==> src/rtl/pulse_deserializer8.sv <==
// pulse_deserializer8
//   Receive-side partner of the 8-bit load-then-shift pulse generator.
//   After a START strobe in IDLE, samples WIDTH bits of SIN on successive
//   rising edges of CLK and assembles them into a parallel word. The word
//   is offered on OUT with a VALID/ACK handshake. MATCH reports whether the
//   accepted word equalled PATTERN. OVERRUN is a sticky flag: it is set when
//   a completed frame had to be dropped because the previous word was still
//   waiting for ACK.
//
// Parameters
//   WIDTH      bits per frame, width of OUT/PATTERN (>= 2)
//   MSB_FIRST  1: first bit received lands in OUT[WIDTH-1]; 0: lands in OUT[0]
//
// Ports
//   CLK      in   system clock, rising edge
//   RESET    in   asynchronous, active-high reset
//   SIN      in   serial data, sampled while BUSY
//   START    in   frame start strobe, honoured only in IDLE
//   PATTERN  in   compare word, sampled on the frame-completion edge
//   OUT      out  last accepted word (registered)
//   VALID    out  OUT holds an unacknowledged word
//   ACK      in   consumer takes OUT on a rising edge while VALID=1
//   BUSY     out  frame capture in progress
//   MATCH    out  accepted word equalled PATTERN (qualified by VALID)
//   OVERRUN  out  sticky: a completed frame was dropped

module pulse_deserializer8 #(
  parameter int WIDTH     = 8,
  parameter bit MSB_FIRST = 1'b1
) (
  input  logic             CLK,
  input  logic             RESET,
  input  logic             SIN,
  input  logic             START,
  input  logic [WIDTH-1:0] PATTERN,
  output logic [WIDTH-1:0] OUT,
  output logic             VALID,
  input  logic             ACK,
  output logic             BUSY,
  output logic             MATCH,
  output logic             OVERRUN
);

  localparam int CW = (WIDTH > 2) ? $clog2(WIDTH) : 1;
  localparam logic [CW-1:0] LAST = CW'(WIDTH - 1);

  typedef enum logic {
    ST_IDLE  = 1'b0,
    ST_SHIFT = 1'b1
  } state_t;

  state_t           state_q;
  logic [CW-1:0]    cnt_q;
  logic [WIDTH-1:0] shift_q;
  logic [WIDTH-1:0] out_q;
  logic             valid_q;
  logic             match_q;
  logic             overrun_q;

  logic [WIDTH-1:0] shift_d;
  logic             frame_done;
  logic             space_ok;

  // Shift register contents after sampling SIN on this edge. On the
  // completion edge this is the full word, including the final bit.
  always_comb begin
    shift_d = shift_q;
    if (MSB_FIRST) begin
      shift_d = {shift_q[WIDTH-2:0], SIN};
    end else begin
      shift_d = {SIN, shift_q[WIDTH-1:1]};
    end
  end

  assign frame_done = (state_q == ST_SHIFT) && (cnt_q == LAST);
  // An ACK on the completion edge frees the output slot in the same cycle.
  assign space_ok   = !valid_q || ACK;

  always_ff @(posedge CLK or posedge RESET) begin
    if (RESET) begin
      state_q   <= ST_IDLE;
      cnt_q     <= '0;
      shift_q   <= '0;
      out_q     <= '0;
      valid_q   <= 1'b0;
      match_q   <= 1'b0;
      overrun_q <= 1'b0;
    end else begin
      case (state_q)
        ST_IDLE: begin
          // No data is sampled on the START edge itself.
          if (START) begin
            state_q <= ST_SHIFT;
            cnt_q   <= '0;
          end
        end
        ST_SHIFT: begin
          // START is deliberately ignored for the whole frame.
          shift_q <= shift_d;
          if (cnt_q == LAST) begin
            state_q <= ST_IDLE;
            cnt_q   <= '0;
          end else begin
            cnt_q <= cnt_q + 1'b1;
          end
        end
        default: begin
          state_q <= ST_IDLE;
          cnt_q   <= '0;
        end
      endcase

      if (frame_done) begin
        if (space_ok) begin
          out_q   <= shift_d;
          valid_q <= 1'b1;
          match_q <= (shift_d == PATTERN);
        end else begin
          // Previous word still pending: drop the new one, keep OUT intact.
          overrun_q <= 1'b1;
        end
      end else if (valid_q && ACK) begin
        valid_q <= 1'b0;
        match_q <= 1'b0;
      end
    end
  end

  assign OUT     = out_q;
  assign VALID   = valid_q;
  assign MATCH   = match_q;
  assign OVERRUN = overrun_q;
  assign BUSY    = (state_q == ST_SHIFT);

endmodule

==> config.mk <==
export PLATFORM = sky130hd
export DESIGN_NAME = pulse_deserializer8
export DESIGN_NICKNAME = d
export VERILOG_FILES = /design/src/rtl/pulse_deserializer8.sv
export SDC_FILE = /design/constraint.sdc
export NUM_CORES = 1
export LEC_CHECK = 0
export CAP_MARGIN = 20
export CORE_MARGIN = 2
export CORE_UTILIZATION = 50
export DETAILED_ROUTE_END_ITERATION = 6
export HOLD_SLACK_MARGIN = 0.1
export PLACE_DENSITY = 0.81
export SLEW_MARGIN = 20
export SYNTH_ARGS = -nofsm -noshare
export SYNTH_HDL_FRONTEND = slang
export SYNTH_SLANG_ARGS = --single-unit
==> constraint.sdc <==
create_clock -name CLK -period 3.2 [get_ports CLK]
set_input_delay 0.64 -clock CLK [delete_from_list [all_inputs] [get_ports CLK]]
set_output_delay 0.64 -clock CLK [all_outputs]
set_load 0.1 [all_outputs]
### After elaboration in Yosys (flattened, before gate mapping)

Index checks and enable logic that the tools add are counted.

* flip-flop bits (word level): 22
* bits of input ports: 13
* word-level logic and storage cells: 33

* add/sub/neg operators: 1
* equality and inequality tests: 4
* mux-type cells: 11
* bitwise gates (word level): 2
* reductions and logical operators: 8

Operators by type and width (count)
* $eq 8x8->1: 1
* $mux 1: 7
* $mux 3: 2
* $pmux 3 s2: 1
* $reduce_and 2->1: 3
* $add 3x1->3 const B: 1
* $eq 3x3->1 const B: 1
* $logic_and 1x1->1: 2
* $ne 2x1->1 const B: 1
* $ne 2x2->1 const B: 1
* $not 1->1: 2
* $pmux 1 s2: 1
* $reduce_bool 2->1: 1
* $logic_not 1->1: 1
* $logic_or 1x1->1: 1

### Depth between registers and ports, before layout

* depth after elaboration: 4
* depth in mapped cells: 5
* depth with buffers taken out: 5

### Least setup slack after synthesis

Ideal clock, no wire load.

* kind: reg-to-reg
* start point: register state_q (netlist: BUSY)
* end point: register out_q[0] (netlist: OUT[0])
* library setup time: 126 ps
* data arrival time: 1735 ps
* required time: 3074 ps
* path slack: 1339 ps
* stages on the path, launching flop included: 5
* buffers on the path: 1
* cells stage by stage: dfrtp_1 > buf_4 > nand2_2 > nor2_8 > mux2_4

* word-level cells in the longest chain between the ends: 2

Ends and longest elaborated chain
* start: declaration: line 52 `state_t state_q;`
* start signal: assignment: line 81 `state_q <= ST_IDLE;`
* start signal: assignment: line 93 `state_q <= ST_SHIFT;`
* start signal: assignment: line 101 `state_q <= ST_IDLE;`
* $logic_and 1x1->1: line 75 `assign frame_done = (state_q == ST_SHIFT) && (cnt_q == LAST);`
* $reduce_and 2->1 (no line)
* end signal: assignment: line 115 `out_q <= shift_d;`
* end: declaration: line 55 `logic [WIDTH-1:0] out_q;`

No other way between the ends.
A chain may end at the register's enable or synchronous reset.

### Worst setup path after layout

* start point: register state_q (netlist: BUSY)
* end point: output port BUSY

RTL lines
* end: declaration: line 39 `output logic BUSY,`

No word-level cell between the ends.

==> results.yml <==
clocking:
  postCtsHoldBufs: 0
  cts_root_buf: "clkbuf_4"
  post_cts_buffers: 0
  cts_inserted_buffers: 3
  cts_max_path_buffers: 2
  cts_resized: 0
  clk_pin_slew_ns: 0.11
  cts_sinks: 22
  cts_tree: "yes"
  clk_latency_ns: 0.30
  h-tree-depth: 1
synthesis:
  async_flop_share: 1.00
  synth_seq_cells: 22
  synthCells: 73
  synth_top_family_by_area: "multiplexers"
  synth-adder-area-share: 0.0248
  synth-compound-area-share: 0.0410
  yosysTopAreaCellShare: 0.547
  ys_types: 22
  synth_area_um2: 1010
  synth_edf_count: 0
  synthSimpleGateAreaFrac: 0.0994
  yosys.area.top_type: "dfrtp_1"
  ys_top_cells_by_count: "dfrtp_1 (22), mux2_2 (10), xnor2_1 (8)"
  yosysMostFrequentCell: "dfrtp_1"
  yosys_warnings: 0
  synth_xor_area_frac: 0.0696
  seq_area_frac_synth: 0.547
  synth_area_leaders: "dfrtp_1 (55%), mux2_2 (11%), mux2_4 (7.5%)"
  synth-main-ff-cell: "dfrtp_1"
  muxShareOfSynthArea: 0.196
  syn_avg_cell_area_um2: 13.8
  synthesis.nets: 88
outcome:
  status: "complete, no violations"
route:
  wl_per_cell_um: 12.7
  via_per_inst: 4.80
  firstDrtPassIters: 3
  drc_errors: 0
  drt_iter0_drc: 4
  wl_mm: 1.60
  antenna_left: 0
  dr_total_vias: 605
floorplanning:
  dieHeight_um: 48.9
  initial_utilization: 0.524
  ios: 25
  dieArea_um2: 2390
  rows: 16
  coreArea_um2: 1920
  die_w_um: 48.9
placed_design:
  dp_hpwl_mm: 1.26
  place_ws_ns: 1.25
  gp_congestion: 0.675
  port_buffers: 24
setup_path:
  cp_max_fo: 17
  arrival_ns: 1.45
  critical-path-max-stage-delay_ns: 0.75
  crit_buf_inv: 1
  worstSetupEndpointType: "primary output"
  critPathLaunchType: "flop"
  worstSetupPathType: "flop to primary output"
  crit_path_cell_trace: "buf_4"
  crit_family: "flip-flops"
  cp_slowest_cell: "dfrtp_1"
  critical_path_required_ns: 2.56
hold_path:
  hold_path.class: "flop to flop"
cells_and_area:
  syn2layout_area_growth_pct: 28.0
  seq_area_um2: 551
  antenna_cells: 0
  utilization: 0.671
  multi_input_area_um2: 434
  fillers: 163
  drive_gt1_frac: 0.364
  fin_nets: 115
run:
  cap_violations: 0
global_routing:
  grt_pass1_vias: 638
  grt_overflow: 0
  grt_first_pass_wirelength_mm: 2.84
  grt_use_total: 0.159
  grt_max_degree: 23
  antenna_found_initial: 0
sta:
  fin_setup_tns_ns: 0
  max_freq_mhz: 479
  skew_ns: 0.00857
  finalMaxSlewViolations: 0
  fin_ws_ns: 1.11
  relSlewSlack: 0.458
  rsz0062_at_grt: "false"
  setup_violations: 0
  final_hold_viol_count: 0
  tightest_slew_ns: 0.813
  period_share: 0.652
  period_minus_slack_ns: 2.09
==> placed cells by master (no fill, tap or decap), types with 3 or more instances in the layout <==
cell type,n
nand2_1,5
mux2_4,5
clkdlybuf4s50_1,12
buf_4,12
dfrtp_1,22
clkbuf_4,3
xnor2_1,8
mux2_2,10
==> registers in the layout, indices dropped and copies added, names as in the netlist <==
signal / flops
OVERRUN: 1
BUSY: 1
MATCH: 1
OUT: 8
shift_q: 7
VALID: 1
cnt_q: 3
==> area by class of cell <==
| class | instances | area share |
|---|---|---|
| repair buffers | 24 | 0.163 |
| inverters | 2 | 0.00583 |
| multi-input cells | 47 | 0.337 |
| clock inverters | 1 | 0.0233 |
| well taps | 27 | 0.0262 |
| clock buffers | 3 | 0.0175 |
| flip-flops and latches | 22 | 0.427 |
==> through the flow <==
step | instance area (um^2) | instances | hold WS, ns
2_1_floorplan | 1010 | 73 | 0.470
3_3_place_gp | 1240 | 122 | 0.460
3_5_place_dp | 1240 | 122 | 0.463
4_1_cts | 1290 | 126 | 0.494
5_1_grt | 1290 | 126 | 0.534
6_report | 1290 | 126 | 0.487
==> cell families after synthesis <==
logic type      after synthesis
flops                        22
mux                          16
simple gates                 15
xor+xnor                      8
compound gates                6
buf+inv                       4
fa+ha+maj                     2
==> metal layers <==
metal / part of all wire / global-route usage
met5: 0 / 0
met1: 0.47 / 0.200
met3: 0.039 / 0.0337
met2: 0.47 / 0.258
met4: 0.021 / 0.0857
==> worst paths after layout <==
path | start | end | slack (ns) | cells past startpoint
max reg2reg | BUSY | OUT[1] | 1.62 | 3
max | BUSY | BUSY | 1.11 | 1
min in group asynchronous | RESET | shift_q[3] | 0.78 | 2
max in group asynchronous | RESET | shift_q[4] | 1.91 | 2
min reg2reg | OVERRUN | OVERRUN | 0.49 | 1
min | OVERRUN | OVERRUN | 0.49 | 1
Power is not shown: default switching activity piles up to over one toggle a cycle in this logic, so the estimate is an artifact.
